===== src/rtl/ifu_fetch.sv =====
// ifu_fetch: single-outstanding instruction fetch FSM feeding decode through a 2-entry FIFO; define IFU_BYPASS_EN for same-cycle rvalid-to-decode bypass
module ifu_fetch #(
  parameter logic [31:0] RESET_PC = 32'h0000_0000
) (
  input  logic        clk,
  input  logic        reset,
  output logic        imem_req,
  output logic [31:0] imem_addr,
  input  logic        imem_gnt,
  input  logic        imem_rvalid,
  input  logic [31:0] imem_rdata,
  output logic        dec_valid,
  input  logic        dec_ready,
  output logic [31:0] dec_instr,
  output logic [7:0]  dec_opcode,
  output logic [31:0] dec_pc,
  input  logic        redirect,
  input  logic [31:0] redirect_pc
);
  typedef enum logic [1:0] {IDLE, REQ, WAIT, STALL} state_t;
  state_t      r_state;
  logic [31:0] r_pc, r_apc;
  logic        r_kill, r_rd, r_wr;
  logic [1:0]  r_cnt;
  logic [31:0] r_fi [2];
  logic [31:0] r_fp [2];
  logic [31:0] w_rpc;
  logic        w_take, w_byp, w_valid, w_pop, w_push;
  logic [1:0]  w_cnt_n;
  always_comb begin
    w_rpc = redirect_pc & ~32'h3;
    w_take = r_state == WAIT && imem_rvalid && !r_kill && !redirect;
`ifdef IFU_BYPASS_EN
    w_byp = w_take && r_cnt == 2'd0;
`else
    w_byp = 1'b0;
`endif
    w_valid = !reset && (r_cnt != 2'd0 || w_byp);
    w_pop = w_valid && dec_ready && !redirect && r_cnt != 2'd0;
    w_push = w_take && !(w_byp && dec_ready);
    w_cnt_n = r_cnt + {1'b0, w_push} - {1'b0, w_pop};
    imem_req = !reset && r_state == REQ;
    imem_addr = imem_req ? r_pc : 32'h0;
    dec_valid = w_valid;
    dec_instr = !w_valid ? 32'h0 : w_byp ? imem_rdata : r_fi[r_rd];
    dec_pc = !w_valid ? 32'h0 : w_byp ? r_apc : r_fp[r_rd];
    dec_opcode = dec_instr[31:24];
  end
  always_ff @(posedge clk)
    if (w_push) begin
      r_fi[r_wr] <= imem_rdata;
      r_fp[r_wr] <= r_apc;
    end
  always_ff @(posedge clk)
    if (reset) begin
      r_state <= IDLE;
      r_pc <= RESET_PC;
      r_apc <= 32'h0;
      r_kill <= 1'b0;
      r_rd <= 1'b0;
      r_wr <= 1'b0;
      r_cnt <= 2'd0;
    end else begin
      r_cnt <= redirect ? 2'd0 : w_cnt_n;
      r_rd <= redirect ? 1'b0 : r_rd ^ w_pop;
      r_wr <= redirect ? 1'b0 : r_wr ^ w_push;
      case (r_state)
        IDLE: begin
          r_state <= REQ;
          if (redirect) r_pc <= w_rpc;
        end
        REQ:
          if (redirect) begin
            r_pc <= w_rpc;
            r_kill <= imem_gnt;
            r_state <= imem_gnt ? WAIT : REQ;
          end else if (imem_gnt) begin
            r_apc <= r_pc;
            r_pc <= r_pc + 32'd4;
            r_state <= WAIT;
          end
        WAIT:
          if (imem_rvalid) begin
            r_kill <= 1'b0;
            r_state <= (r_kill || redirect || w_cnt_n != 2'd2) ? REQ : STALL;
            if (redirect) r_pc <= w_rpc;
          end else if (redirect) begin
            r_kill <= 1'b1;
            r_pc <= w_rpc;
          end
        STALL:
          if (redirect) begin
            r_pc <= w_rpc;
            r_state <= REQ;
          end else if (w_pop) r_state <= REQ;
      endcase
    end
endmodule


===== config.mk =====
export PLATFORM = sky130hd
export DESIGN_NAME = ifu_fetch
export DESIGN_NICKNAME = d
export VERILOG_FILES = /design/src/rtl/ifu_fetch.sv
export SDC_FILE = /design/constraint.sdc
export NUM_CORES = 1
export LEC_CHECK = 0
export CORE_MARGIN = 4
export CORE_UTILIZATION = 30
export DETAILED_ROUTE_END_ITERATION = 6
export MAX_ROUTING_LAYER = met4
export PLACE_DENSITY = 0.53
export SLEW_MARGIN = 25
export SYNTH_ARGS = -nofsm -noshare
export SYNTH_HDL_FRONTEND = slang
export SYNTH_SLANG_ARGS = --single-unit

===== constraint.sdc =====
create_clock -name clk -period 5.5 [get_ports clk]
set_input_delay 1.1 -clock clk [delete_from_list [all_inputs] [get_ports clk]]
set_output_delay 1.1 -clock clk [all_outputs]
set_load 0.02 [all_outputs]

; ---- Word-level counts from Yosys, hierarchy flattened
; Memories as Yosys holds them, arrays and structs flattened. A register that Yosys moved wholly into a read port is not among the register bits.
; Index checks and enable logic that the tools add are counted.
[totals]
reg_bits = 71
ram_bits = 128
out_inout_bits = 106
word_cells = 70
mem_count = 2
[memory_table]
columns = memory, words, word_bits, rd, rd_ports_with_merged_regs, write_ports, line
row1 = r_fi, 2, 32, 1, 1, 1, 25  ; logic [31:0] r_fi [2];
row2 = r_fp, 2, 32, 1, 1, 1, 26  ; logic [31:0] r_fp [2];
[classes]
addsub = 3
n_eq_ne = 10
n_mux = 23
n_bitwise = 3
n_reduce_logical = 22
[op_table]
columns = cell, count
row1 = 32-bit two-way mux, 6
row2 = 32-bit one-hot mux with 2 select lines, 1
row3 = 32-bit by 3-bit adder with 32-bit output (second input constant), 1
row4 = 2-bit two-way mux, 7
row5 = 3-bit != test (second input constant), 3
row6 = 3-bit AND reduction, 3
row7 = 1-bit logical AND, 8
row8 = 2-bit one-hot mux with 4 select lines, 1
row9 = 1-bit two-way mux, 7
row10 = 2-bit != test (second input constant), 3
row11 = 2-bit == test (second input constant), 2
row12 = 2-bit nonzero test, 2
row13 = 1-bit logical NOT, 3
row14 = 3-bit OR reduction, 1
row15 = 2-bit by 1-bit adder with 2-bit output, 1
row16 = 2-bit by 1-bit == test with 1-bit output (second input constant), 1
row17 = 2-bit logical NOT, 1
row18 = 1-bit logical OR, 2
row19 = 2-bit by 1-bit != test with 1-bit output (second input constant), 1
row20 = 1-bit one-hot mux with 2 select lines, 1
row21 = 2-bit AND reduction, 1
row22 = 2-bit OR reduction, 1
row23 = 2-bit by 1-bit subtractor with 2-bit output, 1
row24 = 1-bit XOR, 2
row25 = 1-bit inverter, 1

; ---- Logic depth before layout (Yosys ltp)
[depth]
ltp_word = 11
depth_mapped = 12
depth_no_buf = 12

; ---- Worst setup path before layout
; Ideal clock, no wire load.
[synth_timing]
kind = input-to-reg
startpoint = in redirect
endpoint = mem r_fi[1][0], enable pin
setup_time_ns = 0.427
arrival_ns = 3.212
setup_slack_ns = 1.862
cell_stages = 4
cell_sequence = buf_2 or3_1 inv_1 ha_1
[synth_via]
elab_chain_cells = 4
[synth_lines]
columns = element, line
row1 = from (decl), 17  ; input logic redirect,
row2 = 1-bit logical NOT, 32  ; w_take = r_state == WAIT && imem_rvalid && !r_kill && !redirect;
row3 = 1-bit logical AND, 32
row4 = 1-bit two-way mux, 50  ; if (w_push) begin
row5 = 1-bit two-way mux (not written as such), 51  ; r_fi[r_wr] <= imem_rdata;
row6 = to (decl), 25
; No other way between the ends.

; ---- Worst setup path after layout
[layout_timing]
startpoint = reg r_state[0]
endpoint = out imem_addr[17]
[layout_via]
elab_chain_cells = 3
[layout_lines]
columns = element, line
row1 = from (decl), 21  ; state_t r_state;
row2 = from (signal assigned), 76  ; r_state <= imem_gnt ? WAIT : REQ;
row3 = from (signal assigned), 85  ; r_state <= (r_kill || redirect || w_cnt_n != 2'd2) ? REQ : STALL;
row4 = 2-bit by 1-bit == test with 1-bit output, 42  ; imem_req = !reset && r_state == REQ;
row5 = 1-bit logical AND, 42
row6 = 32-bit two-way mux, 43  ; imem_addr = imem_req ? r_pc : 32'h0;
row7 = to (decl), 8  ; output logic [31:0] imem_addr,
; No other way between the ends.

==> results.md <==
* Die W at 173 um
* TritonCTS clock tree: built
* Critical Path RT at 4400 ps
* # nets final at 937
* Port Buffers at 169
* Wirelength per Cell at 16.8 um
* Antenna Cells at 0
* Register area share after synthesis at 62.0%
* Commonest non-fill, non-tap cell in the layout: clkdlybuf4s50_1
* Internal power at 2.25 mW
* Synthesized area per cell at 11.5 sq um
* Drt total wl at 20300 um
* Vias in the first global route at 5469
* Crit. End Element: primary output
* DRT antenna net count at 0
* Peak supply drop at 0.143 mV
* Clock tree buffer depth at 2
* H-tree depth at 4
* Final WS setup at 1540 ps
* Initial DRT Pass Iterations at 5
* Setup TNS at 0 ps
* Net Switching at 0.743 mW
* Status: complete, no violations
* Final setup viols at 0
* Slack of the worst reg-to-reg path at 3110 ps
* Clock skew at 12.7 ps
* Clock Tree Root: clkbuf_16
* Hold endpoint: r_fp[1][31]$_DFFE_PP_
* Post-synthesis cell area at 0.00816 sq mm
* Min-delay src: r_apc[31]$_SDFFE_PP0P_
* RSZ-0062 raised after global routing: no
* Switch share at 24.9%
* Share of layout cells above drive strength 1 at 7.68%
* Place WS at 1530 ps
* Pleak at 3.57 nW
* Count of unique library cells instantiated by Yosys at 51
* Yosys Warn Count at 0
* Gr ovfl total at 0
* Area Overhead vs Synth at 32.3%
* Max Fclk at 253 MHz
* Fin. Hold Viols at 0
* Cell taking the most area after synthesis: edfxtp_1
* Post-synth top area share at 45.6%
* Hold/Removal Path Class: reg -> reg
* Crit start category: register
* Die area at 0.0299 sq mm
* Max_cap viols at 0
* Fin util at 40.2%
* Worst Path Arrival at 2860 ps
* Antenna violations before repair at 0
* Post-synthesis cell count at 708
* Top_reg_cell synth: edfxtp_1
* Filler instances at 2662
* I/O pin count at 176
* CP max FO at 18
* Postcts setup bufs at 0
* Max Slew Vio Count at 0
* RR Startpoint: r_state[1]$_SDFFE_PP0P_
* Starting Density at 30.4%
* Clock share of power at 40.6%
* Reg power frac at 52.6%
* Slowest Stage Delay on Critical Path at 660 ps
* Most frequent cells in the layout: clkdlybuf4s50_1 (168), edfxtp_1 (124), nor2_1 (95), nand2_1 (84), mux2i_1 (67)
* CTS Hold Bufs at 0
* Slew @ Worst Pin at 952 ps
* TritonCTS buffer count at 17
* Routed vias/inst at 4.59
* Post_cts resized at 0
* DR iter-0 viols at 228
* Via count at 5573
* Power per cell area at 277 mW/mm^2
* Final period util at 72.0%
* Hpwl dp at 13800 um
* Logic pwr share at 6.8%
* Die Y at 173 um
* Crit Path Category: reg -> out
* Post-synth EDFFs at 124
* Reg-to-reg endpoint: r_state[1]$_SDFFE_PP0P_
* CP max-delay cell: clkdlybuf4s50_1
* Tot GR Track Use at 13.9%
* Top post-synthesis cells by area: edfxtp_1 (46%), dfxtp_1 (16%), mux2i_1 (8.2%)
* FFs w/ async S/R, synth at 0%
* Hold Path Depth at 0
* First-pass GRT wire length at 31800 um
* Cells on worst reg2reg path at 11
* Cell Rows at 60
* Clk slew on worst S/H paths at 80 ps
* Insertion delay of the later-clocked pin in the worst-skew pair at 430 ps
* Tmin final at 3960 ps
* Largest net degree at the start of global routing at 49
* Worst path cell trace: ha_1, nor2b_2, buf_4, and2_1, clkdlybuf4s50_1
* Synthesis-stage register bit count at 191
* TritonCTS sink count at 191
* Placer Congestion at 0.775
* Core box area at 0.0269 sq mm
* Worst slew margin at 36.5%
* DRC viols at 0
[layer usage]
| layer | part of all wire, % | vias up | track usage [%] |
|---|---|---|---|
| met1 | 47 | 2651 | 18.2 |
| met2 | 48 | 144 | 22.3 |
| met5 | 0 | - | - |
| li1 | - | 2762 | - |
| met4 | 1.4 | 0 | 3.92 |
| met3 | 4.2 | 16 | 2.65 |
[worst max-delay path by stage]
stage / from / to / slack [ps] / cells past startpoint
floorplan: redirect / r_fi[1][0]$_DFFE_PP_ / 1860 / 4
global placement: reset / imem_addr[21] / 1520 / 5
detailed placement: reset / imem_addr[20] / 1530 / 5
CTS: r_state[0]$_SDFFE_PP0P_ / imem_addr[20] / 1500 / 5
global route: r_state[0]$_SDFFE_PP0P_ / imem_addr[20] / 1330 / 5
finish: r_state[0]$_SDFFE_PP0P_ / imem_addr[17] / 1540 / 5
[cell type report]
cell class | instances | area, sq um | area share, %
flip-flops and latches | 191 | 5070 | 47.0
multi-input cells | 447 | 2830 | 26.3
repair buffers | 182 | 1810 | 16.8
clock buffers | 18 | 429 | 3.98
well taps | 341 | 427 | 3.95
clock inverters | 14 | 153 | 1.41
inverters | 20 | 75.1 | 0.695
[power groups by stage]
stage,Clock [mW],Combinational (mW),Sequential [mW]
6_report,1.21,0.202,1.57
5_1_grt,1.31,0.222,1.58
4_1_cts,1.24,0.204,1.57
3_5_place_dp,0,0.203,1.61
3_3_place_gp,0,0.201,1.61
2_1_floorplan,0,0.106,1.60
[synth_stat cells (2+ instances only)]
cell,count
inv_1,19
o21ai_0,6
a21oi_1,45
a31oi_1,5
nor2_1,96
a211oi_2,4
nand3_1,8
dfxtp_1,67
mux2i_1,67
nand4_4,2
nor3_4,2
o21a_1,2
edfxtp_1,124
nor3_1,6
ha_1,8
buf_4,13
buf_1,8
buf_2,2
nand4_1,12
clkbuf_1,30
and2_1,30
nor3b_1,2
o21bai_1,4
a211oi_1,10
nand2_1,84
or3_1,2
nor4_1,3
xnor2_1,11
xor2_1,14
[stage by stage]
| step | total power [mW] | area [sq um] | hold slack (ps) | instances |
|---|---|---|---|---|
| after CTS | 3.02 | 10800 | 456 | 1213 |
| after detailed placement | 1.81 | 10200 | 437 | 1181 |
| after global placement | 1.81 | 10200 | 431 | 1181 |
| after global routing | 3.11 | 10800 | 467 | 1213 |
| final | 2.99 | 10800 | 455 | 1213 |
| after floorplan | 1.70 | 8170 | 425 | 711 |
[registers in the layout, summed over array words and instances, names as in the netlist]
register,count
r_fi,64
r_fp,60
r_apc,30
r_pc,30
r_cnt,2
r_state,2
r_kill,1
r_rd,1
r_wr,1
[logic make-up (layout without fill, tap and decap cells)]
kind of cell	count (synthesis)	after routing	synth area share, %
multiplexers	67	67	8.22
other	1	4	0.0459
adder cells (fa/ha/maj)	8	8	1.23
AND/OR/NAND/NOR	258	258	15.0
flip-flops	191	191	62.0
XOR/XNOR	26	26	2.97
buffers and inverters	73	234	3.99
AO/OA/AOI/OAI	84	84	6.48
[critical path, delay by kind of cell (launching register included)]
kind                       cells  cell delay (ps)
adders and majority gates      1              350
DFF                            1              390
buffers and inverters          2              990
and+or+nand+nor                2              690
(Power assumes the default switching activity.)
